==> src/rtl/pixel_prefetch_pkg.sv <==
// Shared defaults and FSM state encoding for the pixel prefetch block.
package grayblast_pkg;

  localparam int PIX_W              = 4;
  localparam int DEFAULT_DEPTH      = 4;
  localparam int DEFAULT_FETCH_LAT  = 3;
  localparam int DEFAULT_RST_CYCLES = 2;

  localparam logic [1:0] S_IDLE  = 2'd0;
  localparam logic [1:0] S_RESET = 2'd1;
  localparam logic [1:0] S_ISSUE = 2'd2;
  localparam logic [1:0] S_WAIT  = 2'd3;

endpackage

==> src/rtl/pixel_prefetch_if.sv <==
// Consumer request/delivery signals plus the RP2040 framebuffer link.
interface pixel_prefetch_if;

  logic                            pix_req;
  logic [grayblast_pkg::PIX_W-1:0] pix_gray;
  logic                            pix_valid;
  logic                            frame_next_pixel_out;
  logic                            frame_reset_out;
  logic [grayblast_pkg::PIX_W-1:0] frame_pixel_in;

  // Consumer and RP2040 side: drives requests and pixel data.
  modport master (
    output pix_req, frame_pixel_in,
    input  pix_gray, pix_valid, frame_next_pixel_out, frame_reset_out
  );

  // Prefetcher side.
  modport slave (
    input  pix_req, frame_pixel_in,
    output pix_gray, pix_valid, frame_next_pixel_out, frame_reset_out
  );

endinterface

==> src/rtl/pixel_prefetch_fifo.sv <==
// Small pixel FIFO with push, pop, flush and occupancy count.
// Pointers wrap naturally because DEPTH is a power of two.
module pixel_fifo
  import grayblast_pkg::*;
#(
  parameter int DEPTH = DEFAULT_DEPTH
) (
  input  logic                     clk,
  input  logic                     rst_n,
  input  logic                     flush,
  input  logic                     push,
  input  logic                     pop,
  input  logic [PIX_W-1:0]         push_data,
  output logic [PIX_W-1:0]         head,
  output logic [$clog2(DEPTH):0]   count
);

  localparam int AW = $clog2(DEPTH);
  localparam int CW = AW + 1;

  logic [PIX_W-1:0] mem [DEPTH];
  logic [AW-1:0]    wr_ptr;
  logic [AW-1:0]    rd_ptr;

  assign head = mem[rd_ptr];

  // Storage write; contents need no reset since count gates every read.
  always_ff @(posedge clk) begin
    if (push) mem[wr_ptr] <= push_data;
  end

  // Pointer and occupancy bookkeeping; flush empties the FIFO outright.
  always_ff @(posedge clk or negedge rst_n) begin
    if (!rst_n) begin
      wr_ptr <= '0;
      rd_ptr <= '0;
      count  <= '0;
    end else if (flush) begin
      wr_ptr <= '0;
      rd_ptr <= '0;
      count  <= '0;
    end else begin
      if (push) wr_ptr <= wr_ptr + AW'(1);
      if (pop)  rd_ptr <= rd_ptr + AW'(1);
      case ({push, pop})
        2'b10:   count <= count + CW'(1);
        2'b01:   count <= count - CW'(1);
        default: count <= count;
      endcase
    end
  end

endmodule

==> src/rtl/pixel_prefetch.sv <==
// Prefetches gray pixels from the RP2040 framebuffer into a small FIFO
// and hands them to the VGA consumer one per request.
module pixel_prefetch
  import grayblast_pkg::*;
#(
  parameter int DEPTH      = DEFAULT_DEPTH,
  parameter int FETCH_LAT  = DEFAULT_FETCH_LAT,
  parameter int RST_CYCLES = DEFAULT_RST_CYCLES
) (
  input  logic                   clk,
  input  logic                   rst_n,
  input  logic                   frame_start,
  pixel_prefetch_if.slave        bus,
  output logic                   underflow,
  output logic [$clog2(DEPTH):0] fill_level
);

  localparam int CW  = $clog2(DEPTH) + 1;
  localparam int RCW = $clog2(RST_CYCLES + 1);
  localparam int WCW = $clog2(FETCH_LAT + 1);

  logic [1:0]       state;
  logic [RCW-1:0]   rst_cnt;
  logic [WCW-1:0]   wait_cnt;
  logic             toggle;
  logic [PIX_W-1:0] gray_q;
  logic             valid_q;
  logic [PIX_W-1:0] head;
  logic             push;
  logic             pop;
  logic             fifo_has_room;

  assign fifo_has_room = (fill_level < CW'(DEPTH));
  assign push = (state == S_WAIT) && (wait_cnt == WCW'(1)) && !frame_start;
  assign pop  = bus.pix_req && !frame_start && (fill_level != '0);

  assign bus.pix_gray             = gray_q;
  assign bus.pix_valid            = valid_q;
  assign bus.frame_next_pixel_out = toggle;
  assign bus.frame_reset_out      = (state == S_RESET);

  pixel_fifo #(.DEPTH(DEPTH)) u_fifo (
    .clk       (clk),
    .rst_n     (rst_n),
    .flush     (frame_start),
    .push      (push),
    .pop       (pop),
    .push_data (bus.frame_pixel_in),
    .head      (head),
    .count     (fill_level)
  );

  // Fetch sequencer: rewind pulse, then one outstanding fetch at a time.
  always_ff @(posedge clk or negedge rst_n) begin
    if (!rst_n) begin
      state    <= S_IDLE;
      rst_cnt  <= '0;
      wait_cnt <= '0;
      toggle   <= 1'b0;
    end else if (frame_start) begin
      state    <= S_RESET;
      rst_cnt  <= RCW'(RST_CYCLES);
      wait_cnt <= '0;
    end else begin
      case (state)
        S_RESET: begin
          rst_cnt <= rst_cnt - RCW'(1);
          if (rst_cnt == RCW'(1)) state <= S_ISSUE;
        end
        S_ISSUE: begin
          if (fifo_has_room) begin
            toggle   <= ~toggle;
            wait_cnt <= WCW'(FETCH_LAT);
            state    <= S_WAIT;
          end
        end
        S_WAIT: begin
          wait_cnt <= wait_cnt - WCW'(1);
          if (wait_cnt == WCW'(1)) state <= S_ISSUE;
        end
        default: state <= S_IDLE;
      endcase
    end
  end

  // Delivery to the consumer; an empty FIFO on request latches underflow.
  always_ff @(posedge clk or negedge rst_n) begin
    if (!rst_n) begin
      gray_q    <= '0;
      valid_q   <= 1'b0;
      underflow <= 1'b0;
    end else if (frame_start) begin
      valid_q   <= 1'b0;
      underflow <= 1'b0;
    end else if (bus.pix_req) begin
      if (fill_level != '0) begin
        gray_q  <= head;
        valid_q <= 1'b1;
      end else begin
        gray_q    <= '0;
        valid_q   <= 1'b0;
        underflow <= 1'b1;
      end
    end else begin
      valid_q <= 1'b0;
    end
  end

endmodule

==> src/flat_wrapper.sv <==
// flat-port wrapper written by rule: the top's interface ports become plain ports
module pixel_prefetch_flat import grayblast_pkg::*;
#(
  parameter int DEPTH      = DEFAULT_DEPTH,
  parameter int FETCH_LAT  = DEFAULT_FETCH_LAT,
  parameter int RST_CYCLES = DEFAULT_RST_CYCLES
)
  (clk, rst_n, frame_start, underflow, fill_level, bus_pix_req, bus_frame_pixel_in, bus_pix_gray, bus_pix_valid, bus_frame_next_pixel_out, bus_frame_reset_out);
  pixel_prefetch_if bus_i ();
  input  logic clk;
  input  logic rst_n;
  input  logic frame_start;
  output logic underflow;
  output logic [$clog2(DEPTH):0] fill_level;
  input wire logic [$bits(bus_i.pix_req)-1:0] bus_pix_req;
  input wire logic [$bits(bus_i.frame_pixel_in)-1:0] bus_frame_pixel_in;
  output wire logic [$bits(bus_i.pix_gray)-1:0] bus_pix_gray;
  output wire logic [$bits(bus_i.pix_valid)-1:0] bus_pix_valid;
  output wire logic [$bits(bus_i.frame_next_pixel_out)-1:0] bus_frame_next_pixel_out;
  output wire logic [$bits(bus_i.frame_reset_out)-1:0] bus_frame_reset_out;
  assign bus_i.pix_req = bus_pix_req;
  assign bus_i.frame_pixel_in = bus_frame_pixel_in;
  assign bus_pix_gray = bus_i.pix_gray;
  assign bus_pix_valid = bus_i.pix_valid;
  assign bus_frame_next_pixel_out = bus_i.frame_next_pixel_out;
  assign bus_frame_reset_out = bus_i.frame_reset_out;
  pixel_prefetch #(.DEPTH(DEPTH), .FETCH_LAT(FETCH_LAT), .RST_CYCLES(RST_CYCLES)) u_core (.clk(clk), .rst_n(rst_n), .frame_start(frame_start), .bus(bus_i), .underflow(underflow), .fill_level(fill_level));
endmodule
==> config.mk <==
export PLATFORM = sky130hd
export DESIGN_NAME = pixel_prefetch_flat
export DESIGN_NICKNAME = d
export VERILOG_FILES = /design/src/rtl/pixel_prefetch_pkg.sv /design/src/rtl/pixel_prefetch_if.sv /design/src/rtl/pixel_prefetch_fifo.sv /design/src/rtl/pixel_prefetch.sv /design/src/flat_wrapper.sv
export SDC_FILE = /design/constraint.sdc
export NUM_CORES = 1
export LEC_CHECK = 0
export ABC_AREA = 1
export BUFFER_PORTS_ARGS = -buffer_cell sky130_fd_sc_hd__buf_2
export CAP_MARGIN = 20
export CELL_PAD_IN_SITES_DETAIL_PLACEMENT = 0
export CELL_PAD_IN_SITES_GLOBAL_PLACEMENT = 1
export CORE_ASPECT_RATIO = 0.9
export CORE_UTILIZATION = 35
export CTS_CLUSTER_DIAMETER = 200
export DETAILED_ROUTE_END_ITERATION = 6
export PLACE_DENSITY_LB_ADDON = 0.1
export SETUP_SLACK_MARGIN = 0.3
export SLEW_MARGIN = 10
export SYNTH_ARGS = -nofsm -noshare
export SYNTH_HDL_FRONTEND = slang
export SYNTH_SLANG_ARGS = --single-unit
==> constraint.sdc <==
create_clock -name clk -period 1.9 [get_ports clk]
set_input_delay 0.285 -clock clk [delete_from_list [all_inputs] [get_ports clk]]
set_output_delay 0.285 -clock clk [all_outputs]
set_load 0.05 [all_outputs]
==> impl_metrics.json <==
{
  "io_buffers": 18,
  "startpoint": "u_core.wait_cnt[1]",
  "grt_setup_unrepaired": "true",
  "vias_per_cell": 4.58,
  "switching_share_pct": 42.6,
  "grt_first_pass_wirelength_um": 5640,
  "final_cells": 265,
  "initial_utilization_pct": 36.5,
  "postSynth.asyncResetShare_pct": 55.6,
  "hp-class": "input pin to flip-flop",
  "timing.final.crit_share_pct": 85.2,
  "die_h_um": 66.7,
  "worst-endpoint-required_ns": 2.08,
  "ys_seq_area_share_pct": 60.2,
  "start_kind": "flip-flop",
  "fp-row-count": 23,
  "min-delay-start": "bus_frame_pixel_in[1]",
  "ys_ff_latch": 36,
  "antenna_left": 0,
  "grt-ovfl-total": 0,
  "p_per_area_nw_per_um2": 1510,
  "drive_gt1_share_pct": 28.1,
  "finalPower_uw": 3110,
  "synth_top_area_share_pct": 30.7,
  "drtIter0Drc": 73,
  "diodes": 0,
  "fin_crit_ns": 1.62,
  "grt_max_degree": 21,
  "worstPathMaxFanout": 2,
  "design_area_um2": 2060,
  "drv_slew": 0,
  "syn_area_per_cell_um2": 9.88,
  "drt_first_pass_iters": 4,
  "routedWlPerCell_um": 12.6,
  "p_clk_share_pct": 19.0,
  "max-clock-path-buffers": 2,
  "yosysWarnings": 0,
  "leakage_uw": 0.000958,
  "ff2ff_setup_slack_ns": 0.28,
  "combPwrFrac_pct": 44.6,
  "setup_tns_ns": 0,
  "p_seq_share_pct": 36.4,
  "crit_path_end_kind": "flip-flop",
  "core_region_area_um2": 4460,
  "routed_wl_um": 3330,
  "clk_latency_ns": 0.29,
  "cts_sinks": 36,
  "vias": 1215,
  "synth_edf_count": 16,
  "dp_hpwl_um": 2370,
  "skew_ns": 0.00510,
  "final_cell_mix": "nand2_1, inv_1, buf_2, dfrtp_1",
  "grt_pass1_vias": 1174,
  "whs_path_depth": 1,
  "cts_root_buf": "clkbuf_8",
  "r2r_start": "u_core.wait_cnt[1]",
  "critPathArrivalTime_ns": 1.80,
  "synth_nets": 180,
  "layout_commonest_cell": "nand2_1",
  "status": "finished, final reports clean",
  "n_fill_cell": 437,
  "synthToLayoutAreaGrowth_pct": 26.2,
  "tightest_slew_ns": 0.479,
  "track_usage_pct": 16.2,
  "intPower_uw": 1790,
  "hold_violations": 0,
  "io_pins": 19,
  "dominantRegCellSynth": "dfrtp_1",
  "die_w_um": 73.9,
  "post-synth-top-area-cell": "dfrtp_1",
  "gp_congestion": 0.747,
  "ff2ff_path_depth": 12,
  "cts_tree": "built",
  "dpl_cell_area_um2": 1840,
  "drc": 0,
  "cap_violations": 0,
  "dp.cells": 248,
  "max-slew-margin-rel_pct": 68.0,
  "fin_nets": 217,
  "netSwitchingPower_uw": 1330,
  "antenna_found_initial": 0,
  "fmax_mhz": 618,
  "cts_buffers": 5,
  "netlist_area_um2": 1630,
  "timing.hold.ws_ns": 0.214,
  "ir_drop_uv": 877,
  "die_area_um2": 4940,
  "synth_area_leaders": "dfrtp_1, edfxtp_1, nand2_1, o21ai_0, ha_1",
  "synth_cell_types": 21,
  "path_clk_slew_ns": 0.07,
  "synthCells": 165,
  "setup_violations": 0,
  "crit_type": "flip-flop to flip-flop",
  "h-tree-depth": 2
}
sequential cells by signal, indices dropped and copies added (netlist names):
register / count
u_core.bus.frame_next_pixel_out: 1
u_core.bus.pix_gray: 4
u_core.bus.pix_valid: 1
u_core.rst_cnt: 2
u_core.state: 2
u_core.u_fifo.count: 3
u_core.u_fifo.mem: 16
u_core.u_fifo.rd_ptr: 2
u_core.u_fifo.wr_ptr: 2
u_core.underflow: 1
u_core.wait_cnt: 2
routing by layer:
layer  GRT usage [%]  share of wire (%)  vias to the layer above
met5               0                  0                        -
met4            8.65                2.3                        0
met3            3.63                5.1                        8
met2            24.5                 46                       32
met1            21.4                 47                      560
li1                -                  -                      615
cell usage after synthesis, types with 3 or more instances:
cell / n
nand2_1: 37
dfrtp_1: 20
inv_1: 20
nor2_1: 17
edfxtp_1: 16
o21ai_0: 16
a21oi_1: 6
ha_1: 6
o22ai_1: 5
nand3_1: 4
inv_2: 3
critical path, cell delays in order (launching register included):
cell and delay, ns:
dfrtp_1 0.37, inv_2 0.07, ha_4 0.14, nand3_4 0.08
nand3_4 0.08, inv_2 0.04, fa_2 0.34, xnor2_2 0.14
inv_1 0.05, nand2_1 0.05, nand2_1 0.04, nand2_1 0.05
nand2_1 0.04
power by group through the flow:
stage | Combinational [µW] | Sequential [µW] | Clock [µW]
final | 1390 | 1130 | 590
after global routing | 1530 | 1160 | 650
after CTS | 1350 | 1130 | 605
after detailed placement | 1190 | 1160 | 0
after global placement | 1180 | 1150 | 0
after floorplan | 616 | 1460 | 0
stage by stage:
step           util (%)  worst slack (ns)
6_report           46.1             0.282
5_1_grt            46.1             0.178
4_1_cts            45.4             0.214
3_5_place_dp       41.3            0.0856
3_3_place_gp       41.3             0.142
2_1_floorplan         -             0.183
final cells by class:
| cell class | count | area [µm²] | share of cell area, % |
|---|---|---|---|
| inverters | 23 | 86.3 | 4.20 |
| well taps | 62 | 77.6 | 3.77 |
| multi-input cells | 103 | 597 | 29.0 |
| repair buffers | 33 | 211 | 10.3 |
| flip-flops and latches | 36 | 985 | 47.9 |
| clock buffers | 8 | 100 | 4.87 |
cells by family (layout without fill, tap and decap cells):
kind of cell | Yosys count | after routing | synth area share, %
DFF | 36 | 36 | 60.2
buffers and inverters | 26 | 64 | 6.60
and+or+nand+nor | 60 | 60 | 14.4
AOI/OAI and AO/OA | 33 | 33 | 11.4
adders and majority gates | 7 | 7 | 5.83
xor gates and xnor gates | 3 | 3 | 1.61
path summary, 6_finish.rpt:
kind                                              endpoint
max in group asynchronous           u_core.u_fifo.count[2]
min in group asynchronous               u_core.wait_cnt[0]
hold / removal                     u_core.u_fifo.mem[1][1]
setup / recovery                    u_core.u_fifo.count[2]
setup reg to reg                    u_core.u_fifo.count[2]
hold reg to reg            u_core.bus.frame_next_pixel_out
repair_timing:
action                                  CTS  global route
gates cloned                              0             0
endpoints found under the setup margin   19            19
hold buffers                              1             0
buffers inserted                          6             2
endpoints found under the hold margin    20             0
resized for setup                         9             4
pin swaps                                 5             3
No activity file was read; power rests on OpenSTA's default activity.
